`config.mk`:
```
export PLATFORM = sky130hd
export DESIGN_NAME = cpu_control_fsm
export DESIGN_NICKNAME = d
export VERILOG_FILES = /design/src/rtl/cpu_pkg.sv /design/src/rtl/mem_watchdog.sv /design/src/rtl/cpu_control_fsm.sv
export SDC_FILE = /design/constraint.sdc
export NUM_CORES = 1
export LEC_CHECK = 0
export CORE_MARGIN = 4
export CORE_UTILIZATION = 36
export CTS_CLUSTER_DIAMETER = 200
export DETAILED_ROUTE_END_ITERATION = 8
export PLACE_DENSITY = 0.89
export SLEW_MARGIN = 10
export SYNTH_ARGS = -nofsm -noshare
export SYNTH_HDL_FRONTEND = slang
export SYNTH_SLANG_ARGS = --single-unit
```
`constraint.sdc`:
```
create_clock -name clk -period 1.3 [get_ports clk]
set_input_delay 0.26 -clock clk [delete_from_list [all_inputs] [get_ports clk]]
set_output_delay 0.26 -clock clk [all_outputs]
set_load 0.02 [all_outputs]
```
`src/rtl/cpu_pkg.sv`:
```
// Shared definitions for the 10-bit CPU control sequencer: opcodes, ALU
// encodings, FSM state encoding and instruction field positions.
package cpu_pkg;

    // Instruction fields: [9:7] opcode, [6:5] rx, [4:3] ry, [2:0] imm3
    localparam int OP_MSB  = 9;
    localparam int OP_LSB  = 7;
    localparam int RX_MSB  = 6;
    localparam int RX_LSB  = 5;
    localparam int RY_MSB  = 4;
    localparam int RY_LSB  = 3;
    localparam int IMM_MSB = 2;
    localparam int IMM_LSB = 0;

    typedef enum logic [2:0] {
        OP_NOP  = 3'b000,
        OP_LDI  = 3'b001,
        OP_MOV  = 3'b010,
        OP_ADD  = 3'b011,
        OP_SUB  = 3'b100,
        OP_LD   = 3'b101,
        OP_ST   = 3'b110,
        OP_HALT = 3'b111
    } opcode_t;

    typedef enum logic [1:0] {
        ALU_PASS_IMM = 2'b00,
        ALU_PASS_RY  = 2'b01,
        ALU_ADD      = 2'b10,
        ALU_SUB      = 2'b11
    } alu_op_t;

    typedef enum logic [2:0] {
        S_IDLE   = 3'd0,
        S_FETCH  = 3'd1,
        S_DECODE = 3'd2,
        S_EXEC   = 3'd3,
        S_MEM    = 3'd4,
        S_HALTED = 3'd5,
        S_FAULT  = 3'd6
    } state_t;

    function automatic alu_op_t alu_for(input opcode_t op);
        case (op)
            OP_MOV:  return ALU_PASS_RY;
            OP_ADD:  return ALU_ADD;
            OP_SUB:  return ALU_SUB;
            default: return ALU_PASS_IMM;
        endcase
    endfunction

endpackage

```
`src/rtl/mem_watchdog.sv`:
```
// Wait-state counter for memory accesses; expired flags the cycle on which
// the count of consecutive not-ready cycles would reach WAIT_LIMIT.
module mem_watchdog #(
    parameter int WAIT_LIMIT = 15
) (
    input  logic clk,
    input  logic reset,
    input  logic clr,
    input  logic inc,
    output logic expired
);

    localparam int CW = $clog2(WAIT_LIMIT + 1);

    logic [CW-1:0] count;

    // NOTE: non-blocking assignments so every flop samples pre-edge values.
    always_ff @(posedge clk or negedge reset) begin
        if (!reset) begin
            count <= '0;
        end else if (clr) begin
            count <= '0;
        end else if (inc) begin
            count <= count + CW'(1);
        end
    end

    assign expired = inc && (count == CW'(WAIT_LIMIT - 1));

endmodule

```
`src/rtl/cpu_control_fsm.sv`:
```
// Multi-cycle control sequencer: fetch over a ready-handshaked port, decode
// the IR fed back as instr_q, and issue single-cycle datapath strobes.
module cpu_control_fsm
    import cpu_pkg::*;
#(
    parameter int WIDTH      = 10,
    parameter int NREG       = 4,
    parameter int WAIT_LIMIT = 15
) (
    input  logic             clk,
    input  logic             reset,
    input  logic             start,
    input  logic [WIDTH-1:0] instr,
    input  logic [WIDTH-1:0] instr_q,
    input  logic             mem_ready,
    output logic             ir_en,
    output logic             pc_en,
    output logic [NREG-1:0]  rx_en,
    output logic [1:0]       alu_op,
    output logic             addr_sel,
    output logic             mem_rd,
    output logic             mem_wr,
    output logic             busy,
    output logic             halted,
    output logic             fault
);

    state_t     state;
    opcode_t    opcode;
    logic [1:0] rx;
    logic       wd_inc;
    logic       wd_clr;
    logic       wd_expired;
    logic       unused_bits;

    assign opcode = opcode_t'(instr_q[OP_MSB:OP_LSB]);
    assign rx     = instr_q[RX_MSB:RX_LSB];

    // instr goes straight into the datapath IR; ry/imm3 steer datapath muxes.
    assign unused_bits = ^{instr, instr_q[RY_MSB:IMM_LSB]};

    assign wd_inc = ((state == S_FETCH) || (state == S_MEM)) && !mem_ready;
    assign wd_clr = !wd_inc;

    mem_watchdog #(
        .WAIT_LIMIT(WAIT_LIMIT)
    ) u_watchdog (
        .clk    (clk),
        .reset  (reset),
        .clr    (wd_clr),
        .inc    (wd_inc),
        .expired(wd_expired)
    );

    always_ff @(posedge clk or negedge reset) begin
        if (!reset) begin
            state <= S_IDLE;
        end else begin
            case (state)
                S_IDLE:   if (start) state <= S_FETCH;
                S_FETCH: begin
                    if (mem_ready)       state <= S_DECODE;
                    else if (wd_expired) state <= S_FAULT;
                end
                S_DECODE: begin
                    case (opcode)
                        OP_NOP:                         state <= S_FETCH;
                        OP_LDI, OP_MOV, OP_ADD, OP_SUB: state <= S_EXEC;
                        OP_LD, OP_ST:                   state <= S_MEM;
                        default:                        state <= S_HALTED;
                    endcase
                end
                S_EXEC:   state <= S_FETCH;
                S_MEM: begin
                    if (mem_ready)       state <= S_FETCH;
                    else if (wd_expired) state <= S_FAULT;
                end
                S_HALTED: state <= S_HALTED;
                S_FAULT:  state <= S_FAULT;
                default:  state <= S_IDLE;
            endcase
        end
    end

    // Strobes depend combinationally on mem_ready so a ready access completes
    // in the same cycle it is granted.
    always_comb begin
        // NOTE: defaults first so no path leaves an output unassigned (no latch).
        ir_en    = 1'b0;
        pc_en    = 1'b0;
        rx_en    = '0;
        alu_op   = ALU_PASS_IMM;
        addr_sel = 1'b0;
        mem_rd   = 1'b0;
        mem_wr   = 1'b0;
        case (state)
            S_FETCH: begin
                mem_rd = 1'b1;
                ir_en  = mem_ready;
                pc_en  = mem_ready;
            end
            S_EXEC: begin
                rx_en  = NREG'(1) << rx;
                alu_op = alu_for(opcode);
            end
            S_MEM: begin
                addr_sel = 1'b1;
                mem_rd   = (opcode == OP_LD);
                mem_wr   = (opcode == OP_ST);
                if ((opcode == OP_LD) && mem_ready) rx_en = NREG'(1) << rx;
            end
            default: ;
        endcase
    end

    assign busy   = (state == S_FETCH) || (state == S_DECODE) ||
                    (state == S_EXEC)  || (state == S_MEM);
    assign halted = (state == S_HALTED);
    assign fault  = (state == S_FAULT);

endmodule

```
---- Yosys cells after proc, flatten, opt, wreduce, memory -nomap -nowiden ----
Index checks and enable logic that the tools add are counted.
word-level totals
  logic and storage cells ................. 45
  register bits after elaboration ......... 7
  output and inout port bits .............. 14
  input bits .............................. 24
cells by class
  shift-type cells ........................ 1
  multiplexer cells ....................... 15
  reductions and logical operators ........ 12
  equal/unequal tests ..................... 14
  $add $sub $neg .......................... 1
operator list
  cell                 count
  $pmux 3 s7           1
  $eq 3x3->1 const B   6
  $eq 3x2->1 const B   4
  $mux 3               4
  $pmux 3 s3           1
  $mux 4               2
  $pmux 4 s2           1
  $eq 3x1->1 const B   2
  $logic_not 3->1      2
  $pmux 2 s3           1
  $add 4x1->4 const B  1
  $eq 4x4->1 const B   1
  $logic_or 1x1->1     4
  $reduce_or 4->1      1
  $shl 1x2->4 const A  1
  $logic_and 1x1->1    3
  $mux 1               3
  $mux 2               1
  $ne 2x2->1 const B   1
  $pmux 1 s2           1
  $reduce_or 2->1      1
  $logic_not 1->1      1

---- Longest topological paths before layout ----
Gate-level depths: netlist (run 1).
  depth in word-level cells ............... 7
  depth in mapped cells ................... 5
  gate-level depth less buffers ........... 5

---- By module ----
A second synthesis (run 1) with hierarchy kept.
unflattened totals
  cells, all modules ...................... 77
  area, all modules ....................... 651.9 µm²
by module, submodules not included
  module           instances  cells an instance  area each (µm²)  sequential area each (µm²)
  cpu_control_fsm  1          57                 429.2            75.1
  mem_watchdog     1          20                 222.7            100.1

---- Worst setup path before layout (run 1) ----
OpenSTA, ideal clock, no wires.
  path kind ............................... register -> output
  from .................................... register state[1]
  to ...................................... output rx_en[1]
  data required time ...................... 1.040 ns
  arrival ................................. 1.407 ns
  setup slack ............................. -0.367 ns
  path buffers ............................ 0
  stages on the path, launching flop included .. 4
  cells stage by stage .................... dfrtp_1 -> and4bb_4 -> a32oi_2 -> nor3b_1
on the way
  word-level cells in the longest chain between the ends .. 2
  elaborated cells on any way between the ends .. 3
  classes of those cells .................. eq/ne: 2; mux: 1
RTL lines
  element                                          line                   RTL
  from (decl)                                      cpu_control_fsm.sv:28  state_t state;
  from (signal assigned)                           cpu_control_fsm.sv:57  state <= S_IDLE;
  from (signal assigned)                           cpu_control_fsm.sv:60  S_IDLE: if (start) state <= S_FETCH;
  from (signal assigned)                           cpu_control_fsm.sv:62  if (mem_ready) state <= S_DECODE;
  $eq 3x3->1 / $eq 3x2->1 (equally long branches)  cpu_control_fsm.sv:96  case (state)
  $pmux 4 s2 *                                     cpu_control_fsm.sv:96
  to (decl)                                        cpu_control_fsm.sv:18  output logic [NREG-1:0] rx_en,
Mark *: on every way between the ends. The rest lies on a longest branch, timed or not.

---- Worst setup path in the final report (run 1) ----
  from .................................... register state[0]
  to ...................................... output rx_en[1]
Same word-level chain as after synthesis.

==> results.sh, run 1 <==
export IMPL_cap_violations=0
export IMPL_ant_nets=0
export IMPL_max_freq_mhz=540
export IMPL_place_ws_ns=-0.965
export IMPL_syn_area_per_cell_um2=8.89
export IMPL_antenna_found_initial=0
export IMPL_worstMarginPinSlew_ns=0.365
export IMPL_cts_buffers=3
export IMPL_initial_utilization_pct=39.3
export IMPL_final_max_slew_viol_count=0
export IMPL_violations="setup timing"
export IMPL_use_met1_pct=22.4
export IMPL_htree_num_levels=1
export IMPL_ys_seq_elements=7
export IMPL_numClockSinks=7
export IMPL_critPathArrivalTime_ns=1.59
export IMPL_drcViolationCount=0
export IMPL_synthToLayoutAreaGrowth_pct=89.8
export IMPL_maxSlewHeadroom_pct=75.7
export IMPL_period_share_pct=142
export IMPL_clk_latency_ns=0.26
export IMPL_ys_flop_type="dfrtp_1"
export IMPL_critical_path_class="register to output port"
export IMPL_crit_path_max_fanout=4
export IMPL_finalHoldViolations=0
export IMPL_track_usage_pct=19.0
export IMPL_final_min_clock_period_ns=1.85
export IMPL_gp_congestion=0.789
export IMPL_routed_wl_mm=2.05
export IMPL_syn_inst=69
export IMPL_grt_pass1_vias=743
export IMPL_synth_cell_types=33
export IMPL_final_cell_mix="19 x buf_4, 17 x buf_6, 7 x nor2_1"
export IMPL_finish_instance_area_um2=1160
export IMPL_drive_gt1_share_pct=59.6
export IMPL_cts_root_buf="clkbuf_4"
export IMPL_grt_pass1_wl_mm=3.55
export IMPL_clk_pin_slew_ns=0.06
export IMPL_crit_path_end_kind="output port"
export IMPL_place_area_um2=1030
export IMPL_die_y_um=49.3
export IMPL_post_drt_wl_per_cell_um=15.8
export IMPL_port_buffers=22
export IMPL_ys_seq_area_share_pct=28.6
export IMPL_grt_overflow=0
export IMPL_cts_max_path_buffers=2
export IMPL_grt_max_degree=10
export IMPL_cts_tree="built"
export IMPL_grt_busiest_layer="met2"
export IMPL_drtPass1Iterations=4
export IMPL_grtUsageMet3_pct=0.917
export IMPL_ioPinCount=38
export IMPL_via_per_inst=5.34
export IMPL_layout_commonest_cell="buf_4"
export IMPL_num_vias=694
export IMPL_nFillCells=109
export IMPL_tns_ns=-6.68
export IMPL_peakVddDrop_mv=1.12
export IMPL_design_die_area_um2=2430
export IMPL_yosysWarnings=0
export IMPL_synth_edf_count=0
export IMPL_hold_worst_slack_ns=0.265
export IMPL_antenna_cells=0
export IMPL_use_met2_pct=33.7
export IMPL_worstHoldPathType="input port to async pin"
export IMPL_start_kind="register"
export IMPL_dpl_hpwl_mm=1.42
export IMPL_setup_viol=21
export IMPL_clock_skew_ns=0.000799
export IMPL_p_leak_nw=0.540
export IMPL_rows=14
export IMPL_final_nets=141
export IMPL_core_um2=1560
export IMPL_power_density_nw_per_um2=1830
export IMPL_holdBufCountCts=0
export IMPL_die_w_um=49.3
export IMPL_rsz0062_at_grt="true"
export IMPL_outcome="finished with violations"
export IMPL_async_flop_share_pct=100
export IMPL_setup_slack_ns=-0.552
export IMPL_syn_area_um2=613
export IMPL_drt_iter0_drc=9
export IMPL_required_ns=1.04
export IMPL_postSynthNetCount=95
power by group:
group / total, mW / switching [mW] / internal (mW) / leakage (nW)
Clock: 0.217 / 0.104 / 0.114 / 0.0177
Combinational: 1.57 / 0.741 / 0.826 / 0.430
Sequential: 0.341 / 0.0590 / 0.282 / 0.0916
Total: 2.13 / 0.904 / 1.22 / 0.540
layer usage:
layer	vias up	wire length, um	share of wire [%]
met1	334	830	41
li1	333	-	-
met2	21	1070	52
met5	-	0	0
met3	6	87	4.2
met4	0	58	2.8
cells in the mapped netlist (2+ instances only):
| library cell | number | share of area [%] |
|---|---|---|
| buf_4 | 3 | 3.7 |
| and2b_2 | 4 | 5.7 |
| and2_1 | 3 | 3.1 |
| o21ai_0 | 4 | 3.3 |
| nor3_1 | 2 | 1.6 |
| ha_1 | 2 | 4.1 |
| nand2_1 | 4 | 2.4 |
| nor3b_1 | 2 | 2.4 |
| a21oi_1 | 2 | 1.6 |
| nor2_1 | 10 | 6.1 |
| xor2_1 | 3 | 4.3 |
| dfrtp_1 | 7 | 29 |
| xnor2_1 | 3 | 4.3 |
stage by stage:
step | instances | total power [mW] | util [%]
final | 130 | 2.13 | 74.6
after detailed placement | 121 | 1.62 | 66.1
after floorplan | 69 | 1.09 | -
after CTS | 128 | 1.99 | 71.9
after global routing | 130 | 2.26 | 74.6
after global placement | 121 | 1.58 | 66.1
cell type report:
cell class / count / area [um2] / area share (%)
clock buffers: 3 / 22.5 / 1.94
clock inverters: 1 / 5.00 / 0.430
inverters: 1 / 3.75 / 0.323
multi-input cells: 57 / 520 / 44.7
flip-flops and latches: 7 / 176 / 15.2
well taps: 16 / 20.0 / 1.72
repair buffers: 45 / 415 / 35.7
registers in the layout, indices dropped and copies added (netlist names):
register / count
state: 3
u_watchdog.count: 4
cells by family (layout without fill, tap and decap cells):
kind of cell	Yosys count	count (layout)	share of synthesized area, %
buffers and inverters	5	50	6.12
adder cells (fa/ha/maj)	2	2	4.08
AO/OA/AOI/OAI	14	14	16.9
XOR/XNOR	6	6	8.57
flip-flops	7	7	28.6
AND/OR/NAND/NOR	35	35	35.7
critical path: stages (launching register included):
cell and delay (ns):
dfrtp_2 0.44, and4bb_4 0.34, a32oi_4 0.17, nor3b_4 0.23, buf_6 0.14
timing repair:
item / in CTS / in global routing
endpoints found under the setup margin: 21 / 21
buffers inserted: 3 / 2
gates resized for setup: 94 / 11
cloned: 0 / 0
pin swaps: 11 / 1
worst paths after layout:
kind,startpoint,endpoint,slack (ns),cells after the start
setup / recovery,state[0],rx_en[1],-0.55,4
hold reg to reg,u_watchdog.count[0],u_watchdog.count[0],0.54,2
max in group asynchronous,reset,state[0],0.76,1
hold / removal,reset,u_watchdog.count[1],0.27,1
min in group clk,u_watchdog.count[0],u_watchdog.count[0],0.54,2
setup reg to reg,state[2],state[0],-0.17,6
(Power assumes the default switching activity.)
==> inputs of run 2 (changes only) <==
GPL_ROUTABILITY_DRIVEN = 0   (was default)
==> results of run 2 <==
The final DEF is identical to that of run 1; final timing and power are the same.
==> inputs of run 3 (changes only) <==
HOLD_SLACK_MARGIN = 0.05   (was default)
==> results of run 3 <==
The final DEF is identical to that of run 1; final timing and power are the same.
